$ cat src/rtl/tour_move_sched_pkg.sv
// Shared constants, state enum and command-building helper for the knight-tour move scheduler.
// Build option: TOUR_FANFARE_EN selects the fanfare opcode for horizontal legs.
package tour_move_sched_pkg;

  localparam logic [3:0] OPC_MOVE    = 4'h4;
  localparam logic [3:0] OPC_FANFARE = 4'h5;

  localparam logic [7:0] HDG_N = 8'h00;
  localparam logic [7:0] HDG_W = 8'h3F;
  localparam logic [7:0] HDG_S = 8'h7F;
  localparam logic [7:0] HDG_E = 8'hBF;

  localparam logic [7:0] RESP_ACK = 8'hA5;
  localparam logic [7:0] RESP_INT = 8'h5A;

  typedef enum logic [2:0] {
    IDLE,
    V_LEG,
    V_WAIT,
    H_LEG,
    H_WAIT
  } tour_state_e;

  // Builds {opcode, heading, squares}; heading picked by the sign of the signed offset d.
  function automatic logic [15:0] leg_cmd(input logic [3:0] opc,
                                          input logic [2:0] d,
                                          input logic [7:0] hdg_pos,
                                          input logic [7:0] hdg_neg);
    logic [2:0] mag;
    logic       pos;
    mag = d[2] ? (3'd0 - d) : d;
    pos = !d[2] && (d != 3'd0);
    return {opc, (pos ? hdg_pos : hdg_neg), {1'b0, mag}};
  endfunction

endpackage

$ cat src/rtl/tour_move_sched_knight_move_decode.sv
// Combinational decode of a one-hot knight move into signed (dx, dy) plus a valid flag.
// Zero or multi-hot encodings give valid = 0 and zero offsets.
module knight_move_decode (
  input  logic              [7:0] move,
  output logic signed       [2:0] dx,
  output logic signed       [2:0] dy,
  output logic                    valid
);

  always_comb begin
    dx    = '0;
    dy    = '0;
    valid = 1'b0;
    case (move)
      8'h01: begin dx =  3'sd1; dy =  3'sd2; valid = 1'b1; end
      8'h02: begin dx = -3'sd1; dy =  3'sd2; valid = 1'b1; end
      8'h04: begin dx = -3'sd2; dy =  3'sd1; valid = 1'b1; end
      8'h08: begin dx = -3'sd2; dy = -3'sd1; valid = 1'b1; end
      8'h10: begin dx = -3'sd1; dy = -3'sd2; valid = 1'b1; end
      8'h20: begin dx =  3'sd1; dy = -3'sd2; valid = 1'b1; end
      8'h40: begin dx =  3'sd2; dy = -3'sd1; valid = 1'b1; end
      8'h80: begin dx =  3'sd2; dy =  3'sd1; valid = 1'b1; end
      default: begin
        dx    = '0;
        dy    = '0;
        valid = 1'b0;
      end
    endcase
  end

endmodule

$ cat src/rtl/tour_move_sched.sv
// Sequences a solved knight tour into vertical/horizontal move commands for cmd_proc,
// and passes UART commands straight through while idle. Option: TOUR_FANFARE_EN.
//
// state  | meaning
// IDLE   | UART passthrough, waiting for start_tour
// V_LEG  | decode move, then hold vertical command until clr_cmd_rdy
// V_WAIT | vertical leg executing, waiting for send_resp
// H_LEG  | hold horizontal command until clr_cmd_rdy
// H_WAIT | horizontal leg executing; send_resp advances or ends the tour
module tour_move_sched
  import tour_move_sched_pkg::*;
#(
  parameter int NUM_MOVES = 24
) (
  input  logic        clk,
  input  logic        rst_n,
  input  logic        start_tour,
  input  logic [7:0]  move,
  output logic [4:0]  mv_indx,
  input  logic [15:0] cmd_UART,
  input  logic        cmd_rdy_UART,
  input  logic        clr_cmd_rdy,
  input  logic        send_resp,
  output logic [15:0] cmd,
  output logic        cmd_rdy,
  output logic [7:0]  resp,
  output logic        tour_err
);

`ifdef TOUR_FANFARE_EN
  localparam logic [3:0] OPC_H = OPC_FANFARE;
`else
  localparam logic [3:0] OPC_H = OPC_MOVE;
`endif

  localparam logic [4:0] LAST_IDX = 5'(NUM_MOVES - 1);

  tour_state_e       state_q, state_d;
  logic [4:0]        mv_indx_q, mv_indx_d;
  logic [15:0]       cmd_q, cmd_d;
  logic              cmd_rdy_q, cmd_rdy_d;
  logic              tour_err_q, tour_err_d;
  logic              armed_q, armed_d;
  logic signed [2:0] dx_q, dx_d;

  logic signed [2:0] dec_dx, dec_dy;
  logic              dec_valid;

  knight_move_decode u_decode (
    .move  (move),
    .dx    (dec_dx),
    .dy    (dec_dy),
    .valid (dec_valid)
  );

  // armed_q marks that V_LEG has already sampled this index's move.
  always_comb begin
    state_d    = state_q;
    mv_indx_d  = mv_indx_q;
    cmd_d      = cmd_q;
    cmd_rdy_d  = cmd_rdy_q;
    armed_d    = armed_q;
    dx_d       = dx_q;
    tour_err_d = 1'b0;
    case (state_q)
      IDLE: begin
        if (start_tour) begin
          state_d   = V_LEG;
          mv_indx_d = '0;
          armed_d   = 1'b0;
          cmd_rdy_d = 1'b0;
        end
      end
      V_LEG: begin
        if (!armed_q) begin
          if (!dec_valid) begin
            tour_err_d = 1'b1;
            state_d    = IDLE;
          end else begin
            cmd_d     = leg_cmd(OPC_MOVE, dec_dy, HDG_N, HDG_S);
            cmd_rdy_d = 1'b1;
            dx_d      = dec_dx;
            armed_d   = 1'b1;
          end
        end else if (clr_cmd_rdy) begin
          cmd_rdy_d = 1'b0;
          state_d   = V_WAIT;
        end
      end
      V_WAIT: begin
        if (send_resp) begin
          cmd_d     = leg_cmd(OPC_H, dx_q, HDG_E, HDG_W);
          cmd_rdy_d = 1'b1;
          state_d   = H_LEG;
        end
      end
      H_LEG: begin
        if (clr_cmd_rdy) begin
          cmd_rdy_d = 1'b0;
          state_d   = H_WAIT;
        end
      end
      H_WAIT: begin
        if (send_resp) begin
          if (mv_indx_q == LAST_IDX) begin
            state_d = IDLE;
          end else begin
            mv_indx_d = mv_indx_q + 5'd1;
            armed_d   = 1'b0;
            state_d   = V_LEG;
          end
        end
      end
      default: begin
        state_d   = IDLE;
        cmd_rdy_d = 1'b0;
      end
    endcase
  end

  always_ff @(posedge clk or negedge rst_n) begin
    if (!rst_n) begin
      state_q    <= IDLE;
      mv_indx_q  <= '0;
      cmd_q      <= '0;
      cmd_rdy_q  <= 1'b0;
      tour_err_q <= 1'b0;
      armed_q    <= 1'b0;
      dx_q       <= '0;
    end else begin
      state_q    <= state_d;
      mv_indx_q  <= mv_indx_d;
      cmd_q      <= cmd_d;
      cmd_rdy_q  <= cmd_rdy_d;
      tour_err_q <= tour_err_d;
      armed_q    <= armed_d;
      dx_q       <= dx_d;
    end
  end

  // Idle mux is combinational so UART commands reach cmd_proc in the same cycle.
  assign cmd      = (state_q == IDLE) ? cmd_UART     : cmd_q;
  assign cmd_rdy  = (state_q == IDLE) ? cmd_rdy_UART : cmd_rdy_q;
  assign resp     = ((state_q == IDLE) ||
                     ((state_q == H_WAIT) && (mv_indx_q == LAST_IDX))) ? RESP_ACK : RESP_INT;
  assign mv_indx  = mv_indx_q;
  assign tour_err = tour_err_q;

endmodule

$ cat config.mk
export PLATFORM = sky130hd
export DESIGN_NAME = tour_move_sched
export DESIGN_NICKNAME = d
export VERILOG_FILES = /design/src/rtl/tour_move_sched_pkg.sv /design/src/rtl/tour_move_sched_knight_move_decode.sv /design/src/rtl/tour_move_sched.sv
export SDC_FILE = /design/constraint.sdc
export NUM_CORES = 1
export LEC_CHECK = 0
export BUFFER_PORTS_ARGS = -buffer_cell sky130_fd_sc_hd__buf_2
export CAP_MARGIN = 20
export CORE_MARGIN = 2
export CORE_UTILIZATION = 44
export CTS_CLUSTER_SIZE = 30
export DETAILED_ROUTE_END_ITERATION = 7
export PLACE_DENSITY_LB_ADDON = 0.12
export SYNTH_ARGS = -nofsm -noshare
export SYNTH_HDL_FRONTEND = slang
export SYNTH_SLANG_ARGS = --single-unit
$ cat constraint.sdc
create_clock -name clk -period 1.58 [get_ports clk]
set_input_delay 0.158 -clock clk [delete_from_list [all_inputs] [get_ports clk]]
set_output_delay 0.158 -clock clk [all_outputs]
set_load 0.02 [all_outputs]
Yosys cells after proc, flatten, opt, wreduce, memory -nomap -nowiden
Cells that the tools add are included.
W data, S select, Z words.
- register bits after elaboration: 30
- input bits: 30
- output and inout port bits: 31
- word-level logic and storage cells: 103
- add/sub/neg operators: 3
- eq/ne operators: 23
- muxes and demuxes: 41
- bitwise logic cells: 2
- reduce and logical (&&, ||, !) cells: 27
- operator list (operator ; number):
    $mux W16 ; 4
    $pmux W16 S2 ; 1
    $mux W3 ; 9
    $pmux W3 S4 ; 2
    $mux W8 ; 2
    $reduce_and A4 Y1 ; 4
    $reduce_or A2 Y1 ; 8
    $mux W1 ; 15
    $mux W5 ; 3
    $pmux W3 S5 ; 1
    $ne A2 B2 Y1 const B ; 7
    $pmux W5 S2 ; 1
    $ne A3 B3 Y1 const B ; 3
    $reduce_bool A3 Y1 ; 3
    $eq A8 B1 Y1 const B ; 1
    $eq A8 B2 Y1 const B ; 1
    $eq A8 B3 Y1 const B ; 1
    $eq A8 B4 Y1 const B ; 1
    $eq A8 B5 Y1 const B ; 1
    $eq A8 B6 Y1 const B ; 1
    $eq A8 B7 Y1 const B ; 1
    $eq A8 B8 Y1 const B ; 1
    $reduce_or A8 Y1 ; 1
    $mux W7 ; 1
    16 further kinds ; 23

Depth between registers and ports, before layout
Gate-level depths: netlist of the first run.
- depth after elaboration: 9
- gate-level depth with buffers: 8

Modules after synthesis
Synthesis of the first run repeated with hierarchy kept, for this count alone.
- cell total of the unflattened synthesis: 191
- area, all modules: 1674.1 um^2
- modules (own cells, without submodules) (module ; times used ; cells an instance ; area each (um^2)):
    tour_move_sched ; 1 ; 148 ; 1368.8
    knight_move_decode ; 1 ; 43 ; 305.3

Worst setup path before layout of the first run
OpenSTA, ideal clock, no wires.
- path kind: register to output
- start point: register mv_indx_q[0] (netlist: mv_indx[0])
- end point: output port resp[3]
- arrival time: 1.653 ns
- required time: 1.422 ns
- path slack: -0.231 ns
- stages on the path, launching flop included: 7
- buffers on the path: 1
- cells stage by stage: dfrtp_1 -> ha_1 -> nand4b_1 -> nand2_1 -> and2_1 -> inv_1 -> buf_4
- longest elaborated chain between the ends: 4
- RTL lines (element ; RTL line ; source):
    start: declaration ; tour_move_sched.sv:39 ; logic [4:0] mv_indx_q, mv_indx_d;
    start signal: assignment ; tour_move_sched.sv:132 ; mv_indx_q <= mv_indx_d;
    $eq A5 B5 Y1 ; tour_move_sched.sv:145 ; ((state_q == H_WAIT) && (mv_indx_q == LAST_IDX))) ? RESP_ACK : RESP_INT;
    $logic_and A1 B1 Y1 ; tour_move_sched.sv:145 ;
    $logic_or A1 B1 Y1 ; tour_move_sched.sv:144 ; assign resp = ((state_q == IDLE) ||
    $mux W8 ; tour_move_sched.sv:145 ;
    end: declaration ; tour_move_sched.sv:26 ; output logic [7:0] resp,
Every way passes these cells.

Worst setup path in the final report of the first run
- start point: register state_q[1]
- end point: register dx_q[1]
- longest elaborated chain between the ends: 2
- RTL lines (element ; RTL line ; source):
    start: declaration ; tour_move_sched.sv:38 ; tour_state_e state_q, state_d;
    start signal: assignment ; tour_move_sched.sv:131 ; state_q <= state_d;
    $eq A3 B1 Y1 ; tour_move_sched.sv:65 ; case (state_q)
    $reduce_and A3 Y1 (no line) ; n/a ;
    end signal: assignment ; tour_move_sched.sv:129 ; dx_q <= '0;
    end signal: assignment ; tour_move_sched.sv:137 ; dx_q <= dx_d;
    end: declaration ; tour_move_sched.sv:44 ; logic signed [2:0] dx_q, dx_d;
Every way passes these cells.
A chain may end at the register's enable or synchronous reset.

==> impl_metrics.json, run 1 <==
{
  "min_path_type": "in -> reg",
  "maxCapViolations": 0,
  "async_reset_ff_frac": 1.000,
  "ios": 61,
  "grt-ovfl-total": 0,
  "crit_family": "simple AND/OR/NAND/NOR gates",
  "cp_max_fo": 8,
  "vias": 1742,
  "slew_headroom": 0.6674,
  "clk_path_buf_depth": 2,
  "worstPathArrival_ps": 2030,
  "grt_max_degree": 22,
  "tns_ps": -7263,
  "critPathSlowestCell": "dfrtp_1",
  "avgSynthCellArea_um2": 8.514,
  "clkSinkCount": 21,
  "reg2reg_depth": 5,
  "r2r_slack_ps": -240,
  "insertedDiodeCount": 0,
  "core_um2": 3390,
  "synth_nets": 217,
  "die_area_um2": 4053,
  "rsz0062_at_grt": "yes",
  "crit_chain": "buf_4, nor4b_4, and2_1, a32o_2, mux2_2",
  "reg2reg_to": "dx_q[1]$_DFFE_PN0P_",
  "io_buffers": 60,
  "grt_pass1_wl_um": 7624,
  "fin_crit_ps": 1816,
  "ir_drop_mv": 0.6130,
  "start_util": 0.4622,
  "finalSetupViolCount": 43,
  "postRouteAntennaNets": 0,
  "via_per_inst": 5.344,
  "crit_start": "state_q[1]$_DFFE_PN0P_",
  "cp.buffers_inverters": 1,
  "whs_ps": 186.8,
  "drive_above_1_share": 0.5500,
  "cts_tree": "yes",
  "tightestPinTransition_ps": 498.9,
  "synth_area_leaders": "dfrtp_1 34%, mux2_2 5.8%, nor2_1 4.1%, xor2_1 3.9%, o21ai_0 3.8%",
  "synth_top_area_share": 0.3355,
  "crit_required_ps": 1800,
  "syn_inst": 184,
  "whs_endpoint": "state_q[2]$_DFFE_PN0P_",
  "hold_depth": 2,
  "h-tree-depth": 1,
  "placed_cell_area_um2": 2046,
  "r2r-start": "state_q[1]$_DFFE_PN0P_",
  "die_height_um": 63.67,
  "fmax_mhz": 550.8,
  "routed_wl_um": 4917,
  "grt_pass1_vias": 1696,
  "synthFlopType": "dfrtp_1",
  "ys_seq_area_frac": 0.3355,
  "startpoint_type": "flop",
  "yosysWarnings": 0,
  "yosys.area.top_type": "dfrtp_1",
  "drt_first_pass_iters": 5,
  "leakage_nw": 1.292,
  "worstSetupPathType": "reg -> reg",
  "antenna_found_initial": 0,
  "dp_hpwl_um": 2890,
  "hold_viol": 0,
  "post_drt_wl_per_cell_um": 15.08,
  "fin_ws_ps": -235.7,
  "hold_path.startpoint": "send_resp",
  "drv_slew": 0,
  "max_stage_delay_ps": 430,
  "die_w_um": 63.67,
  "fp-row-count": 21,
  "finalClockSkew_ps": 19.12,
  "synth_seq_cells": 21,
  "area_growth_pct": 67.01,
  "final_nets": 314,
  "root_buffer": "clkbuf_4",
  "ys_types": 45,
  "stdcell_area_um2": 2616,
  "clk_latency_ps": 310,
  "synth_area_um2": 1567,
  "synth_commonest_cells": "21 x dfrtp_1, 17 x nor2_1, 14 x nand2_1",
  "numCtsBuffers": 3,
  "failed_checks": "setup timing",
  "cts.clk_slew.worst_paths_ps": 130,
  "yosysMostFrequentCell": "dfrtp_1",
  "synth-edff-count": 0,
  "first_iter_violations": 42,
  "post-route-period-util": 1.149,
  "worstSetupEndpointType": "flop",
  "status": "finished, violations left",
  "pre_cts_ws_ps": -90.70,
  "post-route-drc-count": 0,
  "grt_usage": 0.2378,
  "cellPowerDensity_nw_per_um2": 1700,
  "gp_congestion": 0.8353
}
[repair_timing]
action / 4_1_cts / 5_1_grt
pin swaps: 13 / 13
setup endpoints to repair: 35 / 43
setup buffers: 10 / 11
hold endpoints to repair: 21 / 0
hold buffers: 1 / 0
gates cloned: 3 / 0
resized for setup: 87 / 17
[report_power, final]
| part | internal (mW) | leakage [nW] | switching, mW |
|---|---|---|---|
| registers | 0.701 | 0.262 | 0.132 |
| clock network | 0.0945 | 0.0177 | 0.169 |
| logic | 1.78 | 1.01 | 1.57 |
[final cells by class]
class | count | area [um^2]
well taps | 46 | 57.56
clock inverters | 1 | 5.005
flip-flops and latches | 21 | 530.5
repair buffers | 110 | 883.3
clock buffers | 3 | 22.52
multi-input cells | 137 | 1085
inverters | 8 | 32.53
fillers | 235 | 773.2
[flip-flops by register name, summed over array words and instances (netlist names)]
register,flops
tour_err,1
mv_indx,5
armed_q,1
cmd_q,7
state_q,3
cmd_rdy_q,1
dx_q,3
[stage by stage]
| stage | util | total power [mW] | cells |
|---|---|---|---|
| finish | 0.7719 | 4.447 | 326 |
| CTS | 0.7305 | 4.137 | 315 |
| global route | 0.7719 | 4.694 | 326 |
| global placement | 0.6035 | 2.857 | 297 |
| floorplan | - | 2.376 | 184 |
| detailed placement | 0.6035 | 2.893 | 297 |
[cell families after synthesis]
group                      share of synthesized area
DFF                                           0.3355
and+or+nand+nor                               0.2548
adders and majority gates                    0.02396
xor gates and xnor gates                     0.04473
buffers and inverters                        0.08705
muxes                                        0.07668
AOI/OAI and AO/OA                             0.1773
[layer usage]
layer  share of wire  GRT usage
met1            0.40     0.2755
met2            0.51     0.4276
met3           0.075    0.04821
met4          0.0071    0.08967
met5               0          0
[how the worst max path moves through the flow]
stage                     depth (start not counted)  slack (ps)                      to
after global routing                              6        -300    cmd_q[2]$_DFFE_PN0P_
final                                             5        -240     dx_q[1]$_DFFE_PN0P_
after CTS                                         5        -280                  cmd[0]
after floorplan                                   6           5  state_q[0]$_DFFE_PN0P_
after global placement                            4         -50     dx_q[1]$_DFFE_PN0P_
after detailed placement                          4         -90     dx_q[1]$_DFFE_PN0P_
[cell usage in the layout, fill, tap and decap left out, drive strengths merged, types with 2 or more instances in the layout]
cell type / synthesis / final
nor4b: 4 / 4
dfrtp: 21 / 21
nor2b: 3 / 3
and2: 7 / 7
o22ai: 2 / 2
o21ai: 12 / 12
a21oi: 8 / 8
xor2: 7 / 7
nand2: 14 / 14
nand4: 2 / 2
nor2: 17 / 17
nor3: 6 / 6
nor3b: 2 / 2
mux2: 8 / 8
nand2b: 5 / 5
nand3: 6 / 6
a21o: 6 / 6
a211oi: 2 / 2
buf: 9 / 108
ha: 3 / 3
inv: 8 / 8
nor4: 3 / 3
clkbuf: 9 / 4
mux2i: 3 / 3
Power figures use the tool's default switching activity.
==> inputs of run 2 (changes only) <==
--- a/config.mk
+++ b/config.mk
@@ -5,12 +5,14 @@
 export SDC_FILE = /design/constraint.sdc
 export NUM_CORES = 1
 export LEC_CHECK = 0
+export ABC_AREA = 0
 export BUFFER_PORTS_ARGS = -buffer_cell sky130_fd_sc_hd__buf_2
 export CAP_MARGIN = 20
 export CORE_MARGIN = 2
 export CORE_UTILIZATION = 44
 export CTS_CLUSTER_SIZE = 30
 export DETAILED_ROUTE_END_ITERATION = 7
+export MAX_ROUTING_LAYER = met4
 export PLACE_DENSITY_LB_ADDON = 0.12
 export SYNTH_ARGS = -nofsm -noshare
 export SYNTH_HDL_FRONTEND = slang
==> run 2 against run 1 <==
  * The run still ends with setup timing left
  * Via count is 0.63% lower
  * Combinational power about the same
  * Cell count down 0.31%
  * Worst setup slack improved by 1.0 ps
  * Clock power about the same
  * Fmax hardly changed
  * First-iteration DRC count grew 19%
  * Critical path depth stayed put
  * Power about the same
  * Critical path type unchanged
  * Register-to-register slack barely moved
  * Sequential cell count stayed put
  * Critical endpoint unchanged
==> impl_metrics.json, run 2 (same netlist as run 1, synthesis figures left out) <==
{
  "vias": 1731,
  "final_cell_mix": "38 x buf_6, 35 x buf_2, 34 x buf_4",
  "fill_cells": 235,
  "io_buffers": 60,
  "post_drt_wl_per_cell_um": 15.08,
  "power_mw": 4.447,
  "die_height_um": 63.67,
  "numCtsBuffers": 3,
  "post-route-period-util": 1.149,
  "cts_tree": "yes",
  "via_per_inst": 5.326,
  "max_stage_delay_ps": 430,
  "slew_headroom": 0.6767,
  "leakage_nw": 1.287,
  "grt_pass1_vias": 1693,
  "clk_latency_ps": 310,
  "cts.clk_slew.worst_paths_ps": 130,
  "clk_path_buf_depth": 2,
  "crit_required_ps": 1800,
  "cp_max_fo": 8,
  "final_nets": 313,
  "worstPathArrival_ps": 2030,
  "die_w_um": 63.67,
  "grt_usage": 0.2445,
  "finalSetupViolCount": 42,
  "gp_congestion": 0.8482,
  "ir_drop_mv": 0.6133,
  "largest_reg_flops": 7,
  "cellPowerDensity_nw_per_um2": 1705,
  "reg2reg_to": "dx_q[1]$_DFFE_PN0P_",
  "finalClockSkew_ps": 19.79,
  "root_buffer": "clkbuf_4",
  "routed_wl_um": 4900,
  "maxCapViolations": 0,
  "min_path_type": "in -> reg",
  "r2r-start": "state_q[1]$_DFFE_PN0P_",
  "startpoint_type": "flop",
  "first_iter_violations": 50,
  "worstSetupEndpointType": "flop",
  "postRouteAntennaNets": 0,
  "grt_pass1_wl_um": 7624,
  "critPathSlowestCell": "dfrtp_1",
  "hold_depth": 2,
  "failed_checks": "setup timing",
  "post-route-drc-count": 0,
  "status": "finished, violations left",
  "clkSinkCount": 21,
  "rsz0062_at_grt": "yes",
  "ios": 61,
  "fp-row-count": 21,
  "r2r_slack_ps": -230,
  "fin_crit_ps": 1815,
  "die_area_um2": 4053,
  "area_growth_pct": 66.53,
  "antenna_found_initial": 0,
  "worstSetupPathType": "reg -> reg",
  "final_common_cell": "buf_6",
  "fin_ws_ps": -234.7,
  "pre_cts_ws_ps": -90.70,
  "fmax_mhz": 551.1,
  "reg2reg_depth": 5,
  "drt_first_pass_iters": 5,
  "grt-ovfl-total": 0,
  "insertedDiodeCount": 0,
  "drive_above_1_share": 0.5484,
  "top_register": "cmd_q",
  "hold_viol": 0,
  "core_um2": 3390,
  "h-tree-depth": 1,
  "tightestPinTransition_ps": 485.0,
  "grt_max_degree": 22,
  "dp_hpwl_um": 2890,
  "crit_chain": "buf_4, nor4b_4, and2_1, a32o_2, mux2_2",
  "start_util": 0.4622,
  "hold_path.startpoint": "send_resp",
  "whs_endpoint": "state_q[2]$_DFFE_PN0P_",
  "drv_slew": 0
}
[run 2: critical path, delay by kind of cell (launching register included)]
kind / cells / cell delay, ps
AND/OR/NAND/NOR: 2 / 520
flip-flops: 1 / 430
multiplexers: 1 / 360
AO/OA/AOI/OAI: 1 / 260
buffers and inverters: 1 / 150
[run 2: per-layer routing]
layer,GRT usage,wire length (um),vias to the layer above
met4,0.08967,20,0
met3,0.04643,338,2
met5,-,0,-
li1,-,-,846
met2,0.4276,2551,78
met1,0.2766,1989,805
[run 2: what timing repair did]
action                     4_1_cts  5_1_grt
hold buffers                     1        0
setup buffers                   10       10
hold endpoints to repair        21        0
gates resized for setup         87       17
pin swaps                       13       13
setup endpoints to repair       35       43
cloned                           3        0
[run 2: worst max path at each step]
stage / cells after the start / slack, ps / from / to
floorplan: 6 / 5 / move[4] / state_q[0]$_DFFE_PN0P_
global route: 6 / -300 / state_q[1]$_DFFE_PN0P_ / cmd_q[2]$_DFFE_PN0P_
CTS: 5 / -280 / state_q[1]$_DFFE_PN0P_ / cmd[0]
detailed placement: 4 / -90 / state_q[2]$_DFFE_PN0P_ / dx_q[1]$_DFFE_PN0P_
finish: 5 / -230 / state_q[1]$_DFFE_PN0P_ / dx_q[1]$_DFFE_PN0P_
global placement: 4 / -50 / state_q[2]$_DFFE_PN0P_ / dx_q[1]$_DFFE_PN0P_
[run 2: through the flow]
| step | hold WS, ps | setup TNS, ps | utilization | instance area [um^2] | cells |
|---|---|---|---|---|---|
| final | 179.0 | -7220 | 0.7697 | 2609 | 325 |
| after detailed placement | 149.5 | -687.4 | 0.6035 | 2046 | 297 |
| after CTS | 150.8 | -6790 | 0.7305 | 2476 | 315 |
| after global routing | 168.0 | -10240 | 0.7697 | 2609 | 325 |
| after floorplan | -137.6 | 0 | - | 1610 | 184 |
| after global placement | 137.4 | -246.2 | 0.6035 | 2046 | 297 |
[run 2: area by class of cell]
cell class,instances,area [um^2],share of cell area
multi-input combinational,137,1085,0.4158
sequential,21,530.5,0.2034
clock inverter,1,5.005,0.001918
timing repair buffer,109,875.8,0.3357
clock buffer,3,22.52,0.008633
tap,46,57.56,0.02206
inverter,8,32.53,0.01247
[run 2: power by group]
part	internal [mW]	switching, mW
Clock	0.0945	0.169
Sequential	0.701	0.131
Combinational	1.78	1.58
Total	2.57	1.88
